## src/rtl/rpn_pkg.sv

```systemverilog
// Shared definitions for the RPN execution sequencer:
// operator codes, error codes and the sequencer state type.
package rpn_pkg;

    localparam logic [3:0] OP_ADD     = 4'd0;
    localparam logic [3:0] OP_SUB     = 4'd1;
    localparam logic [3:0] OP_MUL     = 4'd2;
    localparam logic [3:0] OP_DIV     = 4'd3;
    localparam logic [3:0] OP_POP     = 4'd4;
    localparam logic [3:0] OP_UNKNOWN = 4'hf;

    localparam logic [1:0] ERR_UNDER = 2'd0;
    localparam logic [1:0] ERR_OVER  = 2'd1;
    localparam logic [1:0] ERR_UNK   = 2'd2;
    localparam logic [1:0] ERR_DIV0  = 2'd3;

    typedef enum logic [1:0] {
        IDLE,
        EXEC,
        PRINT,
        ERR
    } state_e;

endpackage

```

## src/rtl/rpn_exec_sequencer_stack.sv

```systemverilog
// Operand stack: register array with push, pop1/pop2,
// peek of top and top-1, and the occupancy counter.
module rpn_stack
    import rpn_pkg::*;
#(
    parameter int DATA_W = 16,
    parameter int DEPTH  = 8,
    parameter int CNT_W  = $clog2(DEPTH + 1)
) (
    input  logic              clk,
    input  logic              rst,
    input  logic              push_i,
    input  logic [DATA_W-1:0] push_data_i,
    input  logic              pop1_i,
    input  logic              pop2_i,
    output logic [DATA_W-1:0] top_o,
    output logic [DATA_W-1:0] next_o,
    output logic [CNT_W-1:0]  depth_o,
    output logic              full_o,
    output logic              empty_o,
    output logic              has2_o
);

    logic [DATA_W-1:0] mem_q [DEPTH];
    logic [CNT_W-1:0]  depth_q;
    logic [CNT_W-1:0]  depth_d;

    always_comb begin
        depth_d = depth_q;
        unique case (1'b1)
            push_i:  depth_d = depth_q + CNT_W'(1);
            pop1_i:  depth_d = depth_q - CNT_W'(1);
            pop2_i:  depth_d = depth_q - CNT_W'(2);
            default: depth_d = depth_q;
        endcase
    end

    always_ff @(posedge clk or posedge rst) begin
        if (rst) begin
            depth_q <= '0;
        end else begin
            depth_q <= depth_d;
        end
    end

    // Contents are don't-care after reset, so the array has no reset.
    always_ff @(posedge clk) begin
        for (int i = 0; i < DEPTH; i++) begin
            if (push_i && depth_q == CNT_W'(i)) begin
                mem_q[i] <= push_data_i;
            end
        end
    end

    always_comb begin
        top_o  = '0;
        next_o = '0;
        for (int i = 0; i < DEPTH; i++) begin
            if (depth_q == CNT_W'(i + 1)) top_o = mem_q[i];
            if (depth_q == CNT_W'(i + 2)) next_o = mem_q[i];
        end
    end

    assign depth_o = depth_q;
    assign full_o  = (depth_q == CNT_W'(DEPTH));
    assign empty_o = (depth_q == '0);
    assign has2_o  = (depth_q >= CNT_W'(2));

endmodule

```

## src/rtl/rpn_exec_sequencer.sv

```systemverilog
// RPN token sequencer: pushes numbers, dispatches operators
// to the external ALU and pops values to the print formatter.
module rpn_exec_sequencer
    import rpn_pkg::*;
#(
    parameter int DATA_W = 16,
    parameter int DEPTH  = 8,
    parameter int CNT_W  = $clog2(DEPTH + 1)
) (
    input  logic              clk,
    input  logic              rst,
    input  logic              tok_valid,
    output logic              tok_ready,
    input  logic              tok_is_op,
    input  logic [3:0]        tok_op,
    input  logic [DATA_W-1:0] tok_val,
    output logic              alu_start,
    output logic [3:0]        alu_op,
    output logic [DATA_W-1:0] alu_a,
    output logic [DATA_W-1:0] alu_b,
    input  logic              alu_done,
    input  logic              alu_err,
    input  logic [DATA_W-1:0] alu_result,
    output logic              print_valid,
    output logic [DATA_W-1:0] print_data,
    input  logic              print_ready,
    output logic              err_valid,
    output logic [1:0]        err_code,
    output logic [CNT_W-1:0]  depth,
    output logic              busy
);

    state_e            state_q;
    logic              alu_start_q;
    logic [3:0]        alu_op_q;
    logic [DATA_W-1:0] alu_a_q;
    logic [DATA_W-1:0] alu_b_q;
    logic              print_valid_q;
    logic [DATA_W-1:0] print_data_q;
    logic              err_valid_q;
    logic [1:0]        err_code_q;

    logic [DATA_W-1:0] top;
    logic [DATA_W-1:0] nxt;
    logic              full;
    logic              empty;
    logic              has2;

    logic accept;
    logic is_arith;
    logic is_pop;
    logic alu_ok;
    logic push;
    logic pop1;
    logic pop2;

    assign accept   = tok_valid && (state_q == IDLE);
    assign is_arith = tok_op inside {OP_ADD, OP_SUB, OP_MUL, OP_DIV};
    assign is_pop   = (tok_op == OP_POP);
    assign alu_ok   = (state_q == EXEC) && alu_done && !alu_err;

    // Stack updates happen in the same cycle the token is accepted.
    assign push = (accept && !tok_is_op && !full) || alu_ok;
    assign pop2 = accept && tok_is_op && is_arith && has2;
    assign pop1 = accept && tok_is_op && is_pop && !empty;

    rpn_stack #(
        .DATA_W (DATA_W),
        .DEPTH  (DEPTH),
        .CNT_W  (CNT_W)
    ) u_stack (
        .clk         (clk),
        .rst         (rst),
        .push_i      (push),
        .push_data_i (alu_ok ? alu_result : tok_val),
        .pop1_i      (pop1),
        .pop2_i      (pop2),
        .top_o       (top),
        .next_o      (nxt),
        .depth_o     (depth),
        .full_o      (full),
        .empty_o     (empty),
        .has2_o      (has2)
    );

    always_ff @(posedge clk or posedge rst) begin
        if (rst) begin
            state_q       <= IDLE;
            alu_start_q   <= 1'b0;
            alu_op_q      <= '0;
            alu_a_q       <= '0;
            alu_b_q       <= '0;
            print_valid_q <= 1'b0;
            print_data_q  <= '0;
            err_valid_q   <= 1'b0;
            err_code_q    <= '0;
        end else begin
            alu_start_q <= 1'b0;
            err_valid_q <= 1'b0;
            case (state_q)
                IDLE: begin
                    if (accept && !tok_is_op) begin
                        if (full) begin
                            state_q     <= ERR;
                            err_valid_q <= 1'b1;
                            err_code_q  <= ERR_OVER;
                        end
                    end else if (accept) begin
                        unique case (1'b1)
                            is_arith: begin
                                if (!has2) begin
                                    state_q     <= ERR;
                                    err_valid_q <= 1'b1;
                                    err_code_q  <= ERR_UNDER;
                                end else begin
                                    state_q     <= EXEC;
                                    alu_start_q <= 1'b1;
                                    alu_op_q    <= tok_op;
                                    alu_a_q     <= nxt;
                                    alu_b_q     <= top;
                                end
                            end
                            is_pop: begin
                                if (empty) begin
                                    state_q     <= ERR;
                                    err_valid_q <= 1'b1;
                                    err_code_q  <= ERR_UNDER;
                                end else begin
                                    state_q       <= PRINT;
                                    print_valid_q <= 1'b1;
                                    print_data_q  <= top;
                                end
                            end
                            default: begin
                                state_q     <= ERR;
                                err_valid_q <= 1'b1;
                                err_code_q  <= ERR_UNK;
                            end
                        endcase
                    end
                end
                EXEC: begin
                    if (alu_done && alu_err) begin
                        state_q     <= ERR;
                        err_valid_q <= 1'b1;
                        err_code_q  <= ERR_DIV0;
                    end else if (alu_done) begin
                        state_q <= IDLE;
                    end
                end
                PRINT: begin
                    if (print_ready) begin
                        state_q       <= IDLE;
                        print_valid_q <= 1'b0;
                    end
                end
                ERR:     state_q <= IDLE;
                default: state_q <= IDLE;
            endcase
        end
    end

    assign tok_ready   = (state_q == IDLE);
    assign busy        = (state_q != IDLE);
    assign alu_start   = alu_start_q;
    assign alu_op      = alu_op_q;
    assign alu_a       = alu_a_q;
    assign alu_b       = alu_b_q;
    assign print_valid = print_valid_q;
    assign print_data  = print_data_q;
    assign err_valid   = err_valid_q;
    assign err_code    = err_code_q;

endmodule

```

## config.mk

```make
export PLATFORM = sky130hd
export DESIGN_NAME = rpn_exec_sequencer
export DESIGN_NICKNAME = d
export VERILOG_FILES = /design/src/rtl/rpn_pkg.sv /design/src/rtl/rpn_exec_sequencer_stack.sv /design/src/rtl/rpn_exec_sequencer.sv
export SDC_FILE = /design/constraint.sdc
export NUM_CORES = 1
export LEC_CHECK = 0
export BUFFER_PORTS_ARGS = -buffer_cell sky130_fd_sc_hd__buf_2
export CAP_MARGIN = 40
export CELL_PAD_IN_SITES_DETAIL_PLACEMENT = 1
export CELL_PAD_IN_SITES_GLOBAL_PLACEMENT = 2
export CORE_MARGIN = 2
export CORE_UTILIZATION = 43
export DETAILED_ROUTE_END_ITERATION = 10
export PLACE_DENSITY = 0.91
export SYNTH_ARGS = -nofsm -noshare
export SYNTH_HDL_FRONTEND = slang
export SYNTH_HIERARCHICAL = 1
export SYNTH_SLANG_ARGS = --single-unit
```

## constraint.sdc

```tcl
create_clock -name clk -period 6.21 [get_ports clk]
set_clock_uncertainty 0.05 [all_clocks]
set_input_delay 0.3105 -clock clk [delete_from_list [all_inputs] [get_ports clk]]
set_output_delay 0.3105 -clock clk [all_outputs]
set_load 0.01 [all_outputs]
```

==> impl_results.rst <==
.. list-table::
   :header-rows: 1

   * - Metric
     - Value
   * - Status
     - completed
   * - Nets
     - between 900 and 1000
   * - PnR worst setup slack
     - between 2000 and 3000 ps
   * - Ratio of total power to cell area
     - approximately 480 mW/mm²
   * - Arrival time of the worst setup path
     - around 3800 ps
   * - Largest voltage drop on the vdd net
     - 0.000260 V
   * - Slew HR
     - 38.7%
   * - H-tree levels
     - 4
   * - Final setup violation count
     - 0
   * - Average via count per standard cell
     - roughly 6
   * - GRT Util Overall
     - between 20% and 30%
   * - Post-synth ARST share
     - 33.0%
   * - Sw Share
     - a little over two fifths
   * - Core box area
     - 0.0224 mm²
   * - Max-capacitance violation count
     - 0
   * - Number of synthesized flops with an enable pin
     - 128
   * - Cts bufs inserted
     - 17
   * - Area of the die
     - 0.0239 mm²
   * - Port buffer count
     - about 110
   * - Count of final hold-check violations
     - 0
   * - Netlist cell types
     - just under 60
   * - Post-synthesis register bit count
     - 191
   * - Sum of negative setup slack
     - 0 ps
   * - WL final
     - ~28 mm
   * - Minimum setup slack after placement
     - 2720 ps
   * - Maximum number of pins on one net before global-route repair
     - 73
   * - RSZ-0062 raised after global routing
     - false
   * - Worst reg2reg endpoint
     - print_data[6]
   * - Path type of the worst setup path
     - flop to flop
   * - Drt first-iter violations
     - ~650
   * - Category of the worst setup path capture point
     - flop
   * - Total of hold buffers inserted after clock tree synthesis
     - 1
   * - Die height
     - 154 µm
   * - Pre-antenna DRT Iters
     - 7
   * - Worst Max-Slew Pin Slew
     - between 900 and 1000 ps
   * - Ratio of cells with drive above 1 in the final layout
     - around a quarter
   * - Aggregate global routing overflow
     - 0
   * - Post-CTS clock slew at the launch and capture registers of the worst setup and hold paths
     - roughly 70 ps
   * - Yosys warns
     - 6
   * - Insertion delay of the later-clocked pin in the worst-skew pair
     - 440 ps
   * - Flop2flop setup slack
     - approximately 2700 ps
   * - Nature of the critical path startpoint
     - flop
   * - Startpoint of the lowest-slack register-to-register path
     - u_stack/depth_o[1]
   * - Initial Util
     - 43.4%
   * - FF-to-FF path depth
     - 8
   * - Postcts setup bufs
     - 0
   * - Max Fclk
     - 286 MHz
   * - Number of top-level design ports
     - 106
   * - Hold-critical path depth
     - 2
   * - CTS sink cnt
     - 191
   * - Remaining DRCs
     - 0
   * - Wire length of the first global-routing pass
     - between 40 and 50 mm
   * - Antenna violations before repair
     - 0
   * - Psw
     - 2.28 mW
   * - Worst Hold Class
     - input pin to flop
   * - Number of global-route vias before repair
     - 7660
   * - Total number of vias
     - between 7000 and 8000
   * - TritonCTS clock tree
     - done
   * - Dpl hpwl
     - between 15 and 20 mm
   * - Final Cycle Share
     - a little under three fifths
   * - Data required time of the worst path
     - roughly 6600 ps
   * - Portion of total power attributed to sequential cells
     - approximately a third
   * - Largest fanout on the critical path
     - 72
   * - PostCTS Resize Cnt
     - 0
   * - Die Width
     - 154 µm
   * - Comb power frac
     - 46.9%
   * - Maximum buffer depth of the clock tree
     - 2
   * - Post-synthesis cell area
     - between 0.009 and 0.01 mm²
   * - CTS Root Buffer Type
     - sky130_fd_sc_hd__clkbuf_16
   * - Worst hold path startpoint
     - print_ready
   * - Final ANT Viol Nets
     - 0
   * - Syn Area/Cell
     - roughly 12 µm²
   * - RD Place Congestion
     - 0.790
   * - Internal Pwr Total
     - between 3 and 4 mW
   * - Ant. Diodes
     - 0
   * - Part of the Yosys area used for sequential elements
     - between 50% and 60%
   * - Relative area change from synthesis to final layout
     - 13.5%
   * - Post-route minimum period
     - ~3500 ps
   * - Top flip-flop cell by instance count after synthesis
     - sky130_fd_sc_hd__edfxtp_1
   * - Total nets after synthesis
     - between 800 and 900
   * - Relative contribution of the clock network to total power
     - between 20% and 30%
   * - Max-slew violation total from the final report
     - 0
   * - Endpoint of the worst hold-timing path
     - print_valid
   * - Leakage power
     - around 4.3 nW
   * - Wirelength per Cell
     - around 23 µm
   * - Number of cells produced by synthesis
     - ~840
   * - # rows
     - 55
-- flip-flops by register name, indices dropped and copies added, names as in the netlist --
register	flops
u_stack/mem_q	128
u_stack/depth_o	4
alu_op	4
alu_b	16
print_valid	1
state_q	2
print_data	16
err_valid	1
alu_start	1
alu_a	16
err_code	2
-- worst max path at each step --
stage                                       to               start  slack (ps)  depth (start not counted)
final                            print_data[6]  u_stack/depth_o[1]        2720                          8
after global routing        u_stack/depth_o[3]  u_stack/depth_o[1]        2560                         11
after CTS                   u_stack/depth_o[3]  u_stack/depth_o[1]        2730                         11
after detailed placement    u_stack/depth_o[3]  u_stack/depth_o[1]        2720                         11
after global placement    u_stack/mem_q[1][59]          state_q[0]        2700                          7
after floorplan             u_stack/depth_o[2]  u_stack/depth_o[1]        3150                         14
-- stage by stage --
stage | instances | utilization [%] | hold slack (ps) | cell area [µm²] | total power [mW]
finish | 1211 | 49.3 | 29.5 | 11100 | 5.34
global route | 1211 | 49.3 | 57.9 | 11100 | 5.64
CTS | 1211 | 49.3 | 24.9 | 11100 | 5.34
detailed placement | 1178 | 46.7 | 180 | 10500 | 4.24
global placement | 1168 | 46.0 | 175 | 10300 | 4.15
floorplan | 839 | - | 26.6 | 9730 | 3.50
-- layout make-up --
type | instances | area, µm²
multi-input combinational | 511 | 3680
fill | 2398 | 11400
sequential | 191 | 5420
inverter | 62 | 233
clock buffer | 17 | 425
tap | 285 | 357
clock inverter | 15 | 143
timing repair buffer | 130 | 792
-- power by group through the flow --
stage / Sequential [mW] / Combinational [mW] / Clock (mW)
final: 1.75 / 2.51 / 1.08
after global routing: 1.79 / 2.71 / 1.14
after CTS: 1.76 / 2.48 / 1.10
after detailed placement: 1.78 / 2.46 / 0
after global placement: 1.78 / 2.38 / 0
after floorplan: 1.81 / 1.69 / 0
-- worst max-delay path, stage by stage, from the launching register on --
cell and delay (ps):
sky130_fd_sc_hd__dfrtp_1 510, sky130_fd_sc_hd__inv_1 210, sky130_fd_sc_hd__ha_2 200, sky130_fd_sc_hd__buf_4 620, sky130_fd_sc_hd__or2_1 810, sky130_fd_sc_hd__a221oi_1 110
sky130_fd_sc_hd__a2111o_1 340, sky130_fd_sc_hd__o21ai_1 270, sky130_fd_sc_hd__mux2_2 240
-- cell usage after synthesis, drive strengths merged, types with 2 or more instances --
cell type,number,area share [%]
edfxtp,128,39
a21oi,118,6.1
mux2,66,7.6
dfrtp,63,16
inv,61,2.4
buf,48,3.5
nand2,45,1.8
nor2,38,1.7
o21ai,38,2.0
o22ai,33,2.1
clkbuf,27,1.0
nand3b,20,1.5
a221oi,18,1.7
a22oi,17,1.6
a221o,15,1.5
nand4bb,15,1.7
a32oi,14,1.3
a2111o,13,1.5
ha,8,1.0
and3,6,0.39
nor2b,5,0.42
nor3,5,0.31
mux2i,4,0.41
nand2b,3,0.19
nand3,3,0.15
and2,2,0.13
o211ai,2,0.15
o21a,2,0.15
o221ai,2,0.18
or2,2,0.13
xnor2,2,0.18
-- cell families (layout without fill, tap and decap cells) --
family | Yosys count | count (layout) | share of synthesized area [%]
simple gates | 150 | 150 | 9.17
xor+xnor | 2 | 2 | 0.180
compound gates | 281 | 281 | 19.0
flops | 191 | 191 | 55.7
fa+ha+maj | 8 | 8 | 1.03
buf+inv | 137 | 224 | 6.90
mux | 70 | 70 | 8.05
-- metal layers --
metal  up-vias  share of wire [%]  track usage (%)
met1      3756                 43             32.3
met2       276                 49             40.3
met4         0                2.4             9.22
met3        46                5.5             3.56
li1       3308                  -                -
met5         -                  0                0
-- cell usage in the layout (no fill, tap or decap), drive strengths merged, types with 6 or more instances in the layout --
cell     netlist  routed
nand2         45      45
nand4bb       15      15
mux2          66      66
a221oi        18      18
dfrtp         63      63
ha             8       8
a22oi         17      17
and3           6       6
nand3b        20      20
o22ai         33      33
edfxtp       128     128
a21oi        118     118
inv           61      71
a221o         15      15
a2111o        13      13
nor2          38      38
clkbuf        27      17
a32oi         14      14
buf           48     129
o21ai         38      38
(Power assumes the default switching activity.)
